### src/rtl/audio_output_compressor.sv
// Output-stage dynamic range compressor: envelope follower, sequential gain divider,
// gain and volume multiply with saturation, fixed 20-cycle latency per sample.
module audio_output_compressor #(
   parameter int THRESH     = 8192,
   parameter int ATTACK_SH  = 2,
   parameter int RELEASE_SH = 8
) (
   input  logic               clk,
   input  logic               rst,
   input  logic signed [15:0] audio_in,
   input  logic               audio_valid,
   input  logic        [8:0]  vol,
   output logic signed [15:0] audio_out,
   output logic               audio_ready,
   output logic               busy,
   output logic               overrun
);

   typedef enum logic [2:0] {
      S_IDLE, S_ENV, S_DIV, S_MUL_G, S_MUL_V, S_OUT
   } state_t;

   // THRESH*32768 as a 32-bit dividend; its upper half is always below env here.
   localparam logic [31:0] DIVIDEND = 32'(THRESH) << 15;

   state_t state, state_nx;

   logic signed [15:0] sample_r;
   logic        [8:0]  vol_r;
   logic        [15:0] abs_r;
   logic        [15:0] env;
   logic               unity_r;
   logic        [16:0] rem_r;
   logic        [15:0] quo_r;
   logic        [15:0] div_r;
   logic        [3:0]  cnt;
   logic signed [16:0] y1_r;

   logic               accept;
   logic        [15:0] abs_in;
   logic        [15:0] env_new;
   logic        [16:0] trial;
   logic               ge;
   logic        [16:0] gain;
   logic signed [33:0] prod_g;
   logic signed [33:0] rnd_g;
   logic signed [27:0] prod_v;
   logic signed [27:0] rnd_v;
   logic signed [19:0] y2;
   logic signed [15:0] y2_sat;

   assign accept      = audio_valid && ((state == S_IDLE) || (state == S_OUT));
   assign audio_ready = (state == S_OUT);
   assign busy        = (state != S_IDLE) && (state != S_OUT);

   always_ff @(posedge clk) begin
      if (rst) state <= S_IDLE;
      else     state <= state_nx;
   end

   always_comb begin
      state_nx = state;
      case (state)
         S_IDLE:  if (accept) state_nx = S_ENV;
         S_ENV:   state_nx = S_DIV;
         S_DIV:   if (cnt == 4'd15) state_nx = S_MUL_G;
         S_MUL_G: state_nx = S_MUL_V;
         S_MUL_V: state_nx = S_OUT;
         S_OUT:   state_nx = accept ? S_ENV : S_IDLE;
         default: state_nx = S_IDLE;
      endcase
   end

   always_comb begin
      abs_in = 16'd0;
      if (audio_in == -16'sd32768) abs_in = 16'd32767;
      else if (audio_in[15])       abs_in = 16'(-audio_in);
      else                         abs_in = 16'(audio_in);
   end

   always_comb begin
      env_new = env;
      if (abs_r > env) env_new = env + ((abs_r - env) >> ATTACK_SH);
      else             env_new = env - ((env - abs_r) >> RELEASE_SH);
   end

   // One restoring step: shift the next dividend bit in, subtract when it fits.
   assign trial = {rem_r[15:0], quo_r[15]};
   assign ge    = (trial >= {1'b0, div_r});
   assign gain  = unity_r ? 17'd32768 : {1'b0, quo_r};

   assign prod_g = sample_r * $signed({1'b0, gain});
   assign rnd_g  = prod_g + 34'sd16384;
   assign prod_v = y1_r * $signed({1'b0, vol_r});
   assign rnd_v  = prod_v + 28'sd128;
   assign y2     = rnd_v[27:8];

   always_comb begin
      y2_sat = y2[15:0];
      if (y2 > 20'sd32767)        y2_sat = 16'sh7fff;
      else if (y2 < -20'sd32768)  y2_sat = -16'sd32768;
   end

   always_ff @(posedge clk) begin
      if (rst) begin
         sample_r  <= '0;
         vol_r     <= '0;
         abs_r     <= '0;
         env       <= '0;
         unity_r   <= 1'b0;
         rem_r     <= '0;
         quo_r     <= '0;
         div_r     <= '0;
         cnt       <= '0;
         y1_r      <= '0;
         audio_out <= '0;
         overrun   <= 1'b0;
      end else begin
         if (audio_valid && busy) overrun <= 1'b1;
         if (accept) begin
            sample_r <= audio_in;
            vol_r    <= vol;
            abs_r    <= abs_in;
         end
         case (state)
            S_ENV: begin
               env     <= env_new;
               unity_r <= (env_new <= 16'(THRESH));
               rem_r   <= {1'b0, DIVIDEND[31:16]};
               quo_r   <= DIVIDEND[15:0];
               div_r   <= env_new;
               cnt     <= '0;
            end
            S_DIV: begin
               rem_r <= ge ? (trial - {1'b0, div_r}) : trial;
               quo_r <= {quo_r[14:0], ge};
               cnt   <= cnt + 4'd1;
            end
            S_MUL_G: y1_r      <= rnd_g[31:15];
            S_MUL_V: audio_out <= y2_sat;
            default: ;
         endcase
      end
   end

endmodule

### config.mk
export PLATFORM = sky130hd
export DESIGN_NAME = audio_output_compressor
export DESIGN_NICKNAME = d
export VERILOG_FILES = /design/src/rtl/audio_output_compressor.sv
export SDC_FILE = /design/constraint.sdc
export NUM_CORES = 1
export LEC_CHECK = 0
export ABC_AREA = 1
export CAP_MARGIN = 20
export CORE_MARGIN = 10
export CORE_UTILIZATION = 55
export DETAILED_ROUTE_END_ITERATION = 10
export GPL_ROUTABILITY_DRIVEN = 0
export PLACE_DENSITY = 0.72
export SKIP_LAST_GASP = 1
export SYNTH_ARGS = -nofsm -noshare
export SYNTH_HDL_FRONTEND = slang
export SYNTH_SLANG_ARGS = --single-unit
### constraint.sdc
create_clock -name clk -period 8.1 [get_ports clk]
set_input_delay 1.62 -clock clk [delete_from_list [all_inputs] [get_ports clk]]
set_output_delay 1.62 -clock clk [all_outputs]
set_load 0.01 [all_outputs]
Yosys cells after proc, flatten, opt, wreduce, memory -nomap -nowiden --
Cells that the tools add are included.
Word-level totals: register bits 131, logic and storage cells 60, input port bits 28
Operators by class: equality and inequality tests 10, magnitude comparators 5, reduce and logical (&&, ||, !) cells 8, mux-type cells 14, multipliers 2, add/subtract/negate cells 9
Operators by type and width (number):
- 16-bit two-way mux | 7
- 16-bit one-hot mux with 2 select lines | 2
- 16-bit subtractor | 3
- 32-bit by 16-bit adder with 32-bit output, second input constant | 1
- 16-bit by 17-bit multiplier with 32-bit output | 1
- 27-bit by 9-bit adder with 28-bit output, second input constant | 1
- 17-bit by 10-bit multiplier with 27-bit output | 1
- 20-bit by 16-bit > comparator with 1-bit output, second input constant | 1
- 20-bit by 16-bit < comparator with 1-bit output, second input constant | 1
- 3-bit one-hot mux with 6 select lines | 1
- 17-bit by 16-bit >= comparator with 1-bit output | 1
- 16-bit by 14-bit adder with 16-bit output | 1
- 16-bit equality test, second input constant | 1
- 16-bit > comparator | 1
- 16-bit by 14-bit <= comparator with 1-bit output, second input constant | 1
- 16-bit negation | 1
- 16-bit by 8-bit subtractor with 16-bit output | 1
- 4-bit one-hot mux with 2 select lines | 1
- 3-bit by 2-bit equality test with 1-bit output, second input constant | 2
- 3-bit equality test, second input constant | 2
- 3-bit two-way mux | 2
- 4-bit by 1-bit adder with 4-bit output, second input constant | 1
- 4-bit equality test, second input constant | 1
- 2-bit != test, second input constant | 2
- other kinds (9) | 11

Longest topological paths before layout --
Gate-level depths: netlist of run 1.
word-level depth 5, mapped depth 34, depth with buffers taken out 34

Worst setup path after synthesis of run 1 --
OpenSTA, ideal clock, no wires.
kind register to register, from register unity_r, to register y1_r[13], data arrival time 5.827 ns, required time 7.991 ns, stages on the path, launching flop included 30, clock period less this slack 5.936 ns, setup time 0.109 ns, path slack 2.164 ns, cell sequence dfxtp_1 -> clkbuf_1 -> clkbuf_1 -> nor2_1 -> clkbuf_1 -> nand2_1 -> fa_1 -> inv_1 -> fa_1 -> inv_1 -> fa_1 -> inv_1 -> fa_1 -> inv_1 -> fa_1 -> inv_1 -> fa_1 -> ha_1 -> a21oi_1 -> inv_1 -> a31oi_1 -> inv_1 -> a21boi_0 -> nor2_1 -> nor4_1 -> nand2_1 -> nand2_1 -> nand3_1 -> nand2_1 -> inv_1
On the way: longest elaborated chain between the ends 3
RTL lines:
- from (decl) | line 32 | logic unity_r;
- from (signal assigned) | line 128 | unity_r <= (env_new <= 16'(THRESH));
- 16-bit two-way mux | line 90 | assign gain = unity_r ? 17'd32768 : {1'b0, quo_r};
- 16-bit by 17-bit multiplier with 32-bit output | line 92 | assign prod_g = sample_r * $signed({1'b0, gain});
- 32-bit by 16-bit adder with 32-bit output | line 93 | assign rnd_g = prod_g + 34'sd16384;
- to (signal assigned) | line 139 | S_MUL_G: y1_r <= rnd_g[31:15];
- to (decl) | line 37 | logic signed [16:0] y1_r;
No other way between the ends. A chain may end at the register's enable or synchronous reset.

Worst setup path in the final report of run 1 --
Ends and elaborated chain as after synthesis.

==> impl_metrics.ini, run 1 <==
[logic_synthesis]
synth_fa_ha_area_share_pct = 40.9
synth_xor_area_share_pct = 2.61
avgSynthCellArea_um2 = 7.12
synth_cell_types = 52
seq_area_frac_synth_pct = 11.0
syn_area_um2 = 23800
synth_common_cells = inv_1, nand2_1, fa_1
synth-main-ff-cell = dfxtp_1
yosysTopAreaCellShare_pct = 27.6
syn_nets = 3955
ys_ff_latch = 131
synth_most_common_cell = inv_1
syn_inst = 3345
synth_area_leaders = fa_1, ha_1, inv_1, nand2_1, dfxtp_1
synth_compound_area_share_pct = 10.3
ys_warn_count = 0
ys_async_sr_fraction_pct = 0
synth_mux_area_share_pct = 0
synth_top_cell_by_area = fa_1
synthSimpleGateAreaFrac_pct = 20.4
synth_edf_count = 0
synth_top_family_by_area = adder cells

[pwr]
p_total_uw = 7240
ir_worst_vdd_uv = 309
p_per_area_nw_per_um2 = 286
leakage_uw = 0.0135

[sta]
worst_slew_pin_slew_ns = 1.05
max_freq_mhz = 151
rsz0062_at_grt = no
hold_viol_final = 0
finalCritPeriodShare_pct = 81.6
slew_headroom_pct = 29.6
finalSetupViolCount = 0
slew_violations = 0
skew_ns = 0.0154
fin_setup_tns_ns = 0
fin_crit_ns = 6.61

[clock_tree]
ctsLongestPathBuffers = 2
cts_root_buf = clkbuf_16
clock-sinks = 131
cts_setup_buffers = 0
numCtsBuffers = 17
cts_hold_buf = 0
htree_levels = 4
clk_pin_slew_ns = 0.06
insertion_delay_ns = 0.45
cts_resized = 0
cts_tree = yes

[worst_setup_path]
r2r-start = unity_r$_SDFFE_PP0P_
arrival_ns = 6.96
worst_ep_required_time_ns = 8.45
startpoint_type = register
criticalPathCategory = reg -> reg
path_max_fanout = 16
cpPeakStageDelay_ns = 0.88
cp_slowest_cell = nor2_1
crit_top_cell = inv_1
r2r_setup_slack_ns = 1.49
end_kind = register
cp-startpoint = unity_r$_SDFFE_PP0P_

[placement]
hpwl_um = 52300
port-buffer-count = 46

[global_route]
grt_pass1_wl_um = 106000
grt_max_degree = 54
grt_pass1_vias = 21534
track_usage_pct = 24.6
antenna_found_initial = 0
grt.overflow.total = 0

[job]
cap_violations = 0

[floorplanning]
rows = 76
die_x_um = 228
core_um2 = 42900
fp.dieArea_um2 = 52000
initial_core_util_pct = 55.5
dieHeight_um = 228
io-pin-count = 47

[hold_path]
hp-class = reg -> reg
hp-start = overrun$_SDFFE_PP0P_

[detailed_routing]
drc = 0
final_antenna_net_count = 0
firstDrtPassIters = 8
routed_wl_um = 63300
drt-wirelength-per-cell_um = 16.2
vias = 21201
drt_iter0_drc = 1663
viasPerCell = 5.42

[final_layout]
syn_to_final_growth_pct = 6.22
fin_nets = 3926
num_antenna_cells = 0
drive_above_1_share_pct = 2.94

[status]
status = finished, final reports clean
[state kept, by name, indices dropped and copies added, names as in the netlist, 9 cells and up]
signal     cells
vol_r          9
sample_r      16
audio_out     16
rem_r         16
abs_r         16
y1_r          17
div_r         16
quo_r         16
[power breakdown]
| group | switching, uW | internal, uW |
|---|---|---|
| registers | 333 | 803 |
| clock network | 338 | 472 |
| logic | 3510 | 1780 |
| total | 4180 | 3050 |
[worst paths after layout]
| kind | to | depth (start not counted) |
|---|---|---|
| worst max register to register | y1_r[13]$_SDFFE_PP0P_ | 26 |
| worst min-delay path | overrun$_SDFFE_PP0P_ | 2 |
| worst min register to register | overrun$_SDFFE_PP0P_ | 2 |
| worst max-delay path | y1_r[13]$_SDFFE_PP0P_ | 26 |
[metal layers]
layer / vias to the layer above / wire length (um) / global-route usage (%)
li1: 10060 / - / -
met1: 10173 / 26400 / 30.9
met2: 824 / 30300 / 42.1
met3: 144 / 4380 / 3.52
met4: 0 / 2310 / 9.54
met5: - / 0 / 0
[cells by family after synthesis]
group / after synthesis
simple gates: 1199
buf+inv: 917
fa+ha+maj: 582
compound gates: 445
flops: 131
xor+xnor: 71
[metrics by stage]
stage	cells	cell area (um2)	utilization, %	setup slack (ns)	hold slack (ns)
5_1_grt	3914	25300	59.0	0.949	0.495
6_report	3914	25300	59.0	1.49	0.458
3_5_place_dp	3881	24600	57.5	1.59	0.455
3_3_place_gp	3881	24600	57.5	1.61	0.442
4_1_cts	3913	25300	58.9	1.54	0.464
2_1_floorplan	3345	23800	-	2.16	0.437
[cell type report]
class	count	area [um2]
inverter	806	3030
fill	3961	17600
timing repair buffer	63	603
multi-input combinational	2297	17700
clock inverter	14	169
clock buffer	18	439
sequential	131	2620
tap	585	732
[placed cells by master (no fill, tap or decap), types with 26 or more instances in the layout]
master | netlist | routed
a21oi_1 | 208 | 208
clkdlybuf4s50_1 | 0 | 45
dfxtp_1 | 131 | 131
fa_1 | 328 | 328
ha_1 | 254 | 254
inv_1 | 800 | 800
nand2_1 | 740 | 740
nand3_1 | 99 | 99
nor2_1 | 274 | 273
o21ai_0 | 144 | 144
xnor2_1 | 26 | 26
xor2_1 | 45 | 45
[critical path: cells and delay by family, from the launching register on]
| kind | cells | cell delay [ns] |
|---|---|---|
| buffers and inverters | 8 | 0.46 |
| AND/OR/NAND/NOR | 8 | 1.67 |
| adder cells (fa/ha/maj) | 7 | 3.33 |
| flip-flops | 1 | 0.48 |
| AO/OA/AOI/OAI | 3 | 0.57 |
(Power assumes the default switching activity.)
==> run 2: changes to the inputs <==
--- a/config.mk
+++ b/config.mk
@@ -11,7 +11,7 @@
 export CORE_UTILIZATION = 55
 export DETAILED_ROUTE_END_ITERATION = 10
 export GPL_ROUTABILITY_DRIVEN = 0
-export PLACE_DENSITY = 0.72
+export PLACE_DENSITY = 0.75
 export SKIP_LAST_GASP = 1
 export SYNTH_ARGS = -nofsm -noshare
 export SYNTH_HDL_FRONTEND = slang
==> constraint.sdc (replaced) <==
create_clock -name clk -period 5.65 [get_ports clk]
set_input_delay 1.13 -clock clk [delete_from_list [all_inputs] [get_ports clk]]
set_output_delay 1.13 -clock clk [all_outputs]
set_load 0.01 [all_outputs]
==> impl_metrics.ini, run 2 (same netlist as run 1, synthesis figures left out) <==
[placement]
place_ws_ns = -0.264
place_area_um2 = 26500
port-buffer-count = 46
hpwl_um = 53900

[detailed_routing]
m1WireLength_um = 27700
vias = 22194
topRoutingLayerUsed = met4
drt_iter0_drc = 1635
viasPerCell = 5.31
firstDrtPassIters = 5
routed_wl_um = 67900
dr_wl_met2_um = 33000
drt-wirelength-per-cell_um = 16.2
wl_met3_um = 4540
final_antenna_net_count = 0
drc = 0

[final_layout]
post-route-cell-area_um2 = 28600
layout_commonest_cell = inv_1
drive_above_1_share_pct = 15.9
fin_nets = 4191
regMostFlops = y1_r
mostFrequentLayoutCells = inv_1, nand2_1, fa_1
syn_to_final_growth_pct = 20.2
largest_reg_flops = 17

[worst_setup_path]
criticalPathCategory = reg -> reg
cpPeakStageDelay_ns = 0.57
cp_slowest_cell = fa_2
startpoint_type = register
path_max_fanout = 5
crit_top_cell = inv_1
arrival_ns = 6.22
worst_ep_required_time_ns = 6.05
end_kind = register

[pwr]
p_seq_share_pct = 13.2
comb_power_share_pct = 76.0
p_sw_uw = 6170
leakage_uw = 0.0150
p_int_uw = 4800
ir_worst_vdd_uv = 441
netSwitchingFraction_pct = 56.3
p_per_area_nw_per_um2 = 383
clkPwrFrac_pct = 10.8

[global_route]
grt_pass1_wl_um = 111000
antenna_found_initial = 1
track_usage_pct = 25.7
grt_pass1_vias = 22136
grt.overflow.total = 0
grt_max_degree = 72

[sta]
hold_viol_final = 0
finalCritPeriodShare_pct = 103
max_freq_mhz = 172
worst_slew_pin_slew_ns = 0.892
skew_ns = 0.0261
rsz0062_at_grt = yes
finalSetupViolCount = 15
slew_violations = 0
fin_crit_ns = 5.83
holdWs_ns = 0.471
slew_headroom_pct = 40.5
fin_ws_ns = -0.178

[floorplanning]
core_um2 = 42900
io-pin-count = 47
dieHeight_um = 228
die_x_um = 228
initial_core_util_pct = 55.5
rows = 76
fp.dieArea_um2 = 52000

[clock_tree]
clk_pin_slew_ns = 0.08
insertion_delay_ns = 0.45
htree_levels = 4
ctsLongestPathBuffers = 2
cts_tree = yes
cts_root_buf = clkbuf_16
numCtsBuffers = 17
clock-sinks = 131

[status]
status = finished with violations
violations = setup timing

[hold_path]
hp-class = reg -> reg

[job]
cap_violations = 0
run 2: path summary, 6_finish.rpt:
| kind | from | endpoint | slack [ns] | depth (start not counted) |
|---|---|---|---|---|
| worst max-delay path | unity_r$_SDFFE_PP0P_ | y1_r[13]$_SDFFE_PP0P_ | -0.18 | 29 |
| worst max register to register | unity_r$_SDFFE_PP0P_ | y1_r[13]$_SDFFE_PP0P_ | -0.18 | 29 |
| worst min-delay path | audio_out[15]$_SDFFE_PP0P_ | audio_out[15]$_SDFFE_PP0P_ | 0.47 | 2 |
| worst min register to register | audio_out[15]$_SDFFE_PP0P_ | audio_out[15]$_SDFFE_PP0P_ | 0.47 | 2 |
run 2: per-stage QoR:
stage,cells,power [uW],util (%),setup TNS (ns)
after global routing,4180,12000,66.7,-5.65
after detailed placement,4104,9340,61.9,-3.60
after floorplan,3345,7210,-,0
after CTS,4147,10600,63.9,-0.187
final,4180,11000,66.7,-1.41
after global placement,4104,9250,61.9,-2.25
run 2: cell type report:
cell class | count | area (um2)
antenna | 1 | 2.50
clock buffer | 19 | 433
clock inverter | 13 | 173
fill | 3455 | 14300
inverter | 806 | 3030
multi-input combinational | 2298 | 18700
sequential | 131 | 2650
tap | 585 | 732
timing repair buffer | 327 | 2900
run 2: critical path, delay by kind of cell, from the launching register on:
family / cells / cell delay [ns]
adders and majority gates: 7 / 3.18
buffers and inverters: 12 / 0.98
and+or+nand+nor: 7 / 0.76
AOI/OAI and AO/OA: 3 / 0.51
DFF: 1 / 0.36
run 2: power by group through the flow:
stage          Combinational [uW]  Clock, uW  Sequential [uW]
2_1_floorplan                5910          0             1300
3_3_place_gp                 7820          0             1440
3_5_place_dp                 7900          0             1430
4_1_cts                      8000       1190             1420
5_1_grt                      9310       1230             1460
6_report                     8340       1190             1440
run 2: metal layers:
layer  vias to the layer above  GRT usage (%)
li1                      10626              -
met1                     10588           33.0
met4                         0           10.5
met5                         -              0
met2                       819           43.1
met3                       161           3.33
run 2: timing repair:
action | 4_1_cts | 5_1_grt
pin swaps | 27 | 81
setup endpoints to repair | 30 | 33
gates cloned | 1 | 4
hold buffers | 0 | 0
resized for setup | 53 | 236
setup buffers | 10 | 28
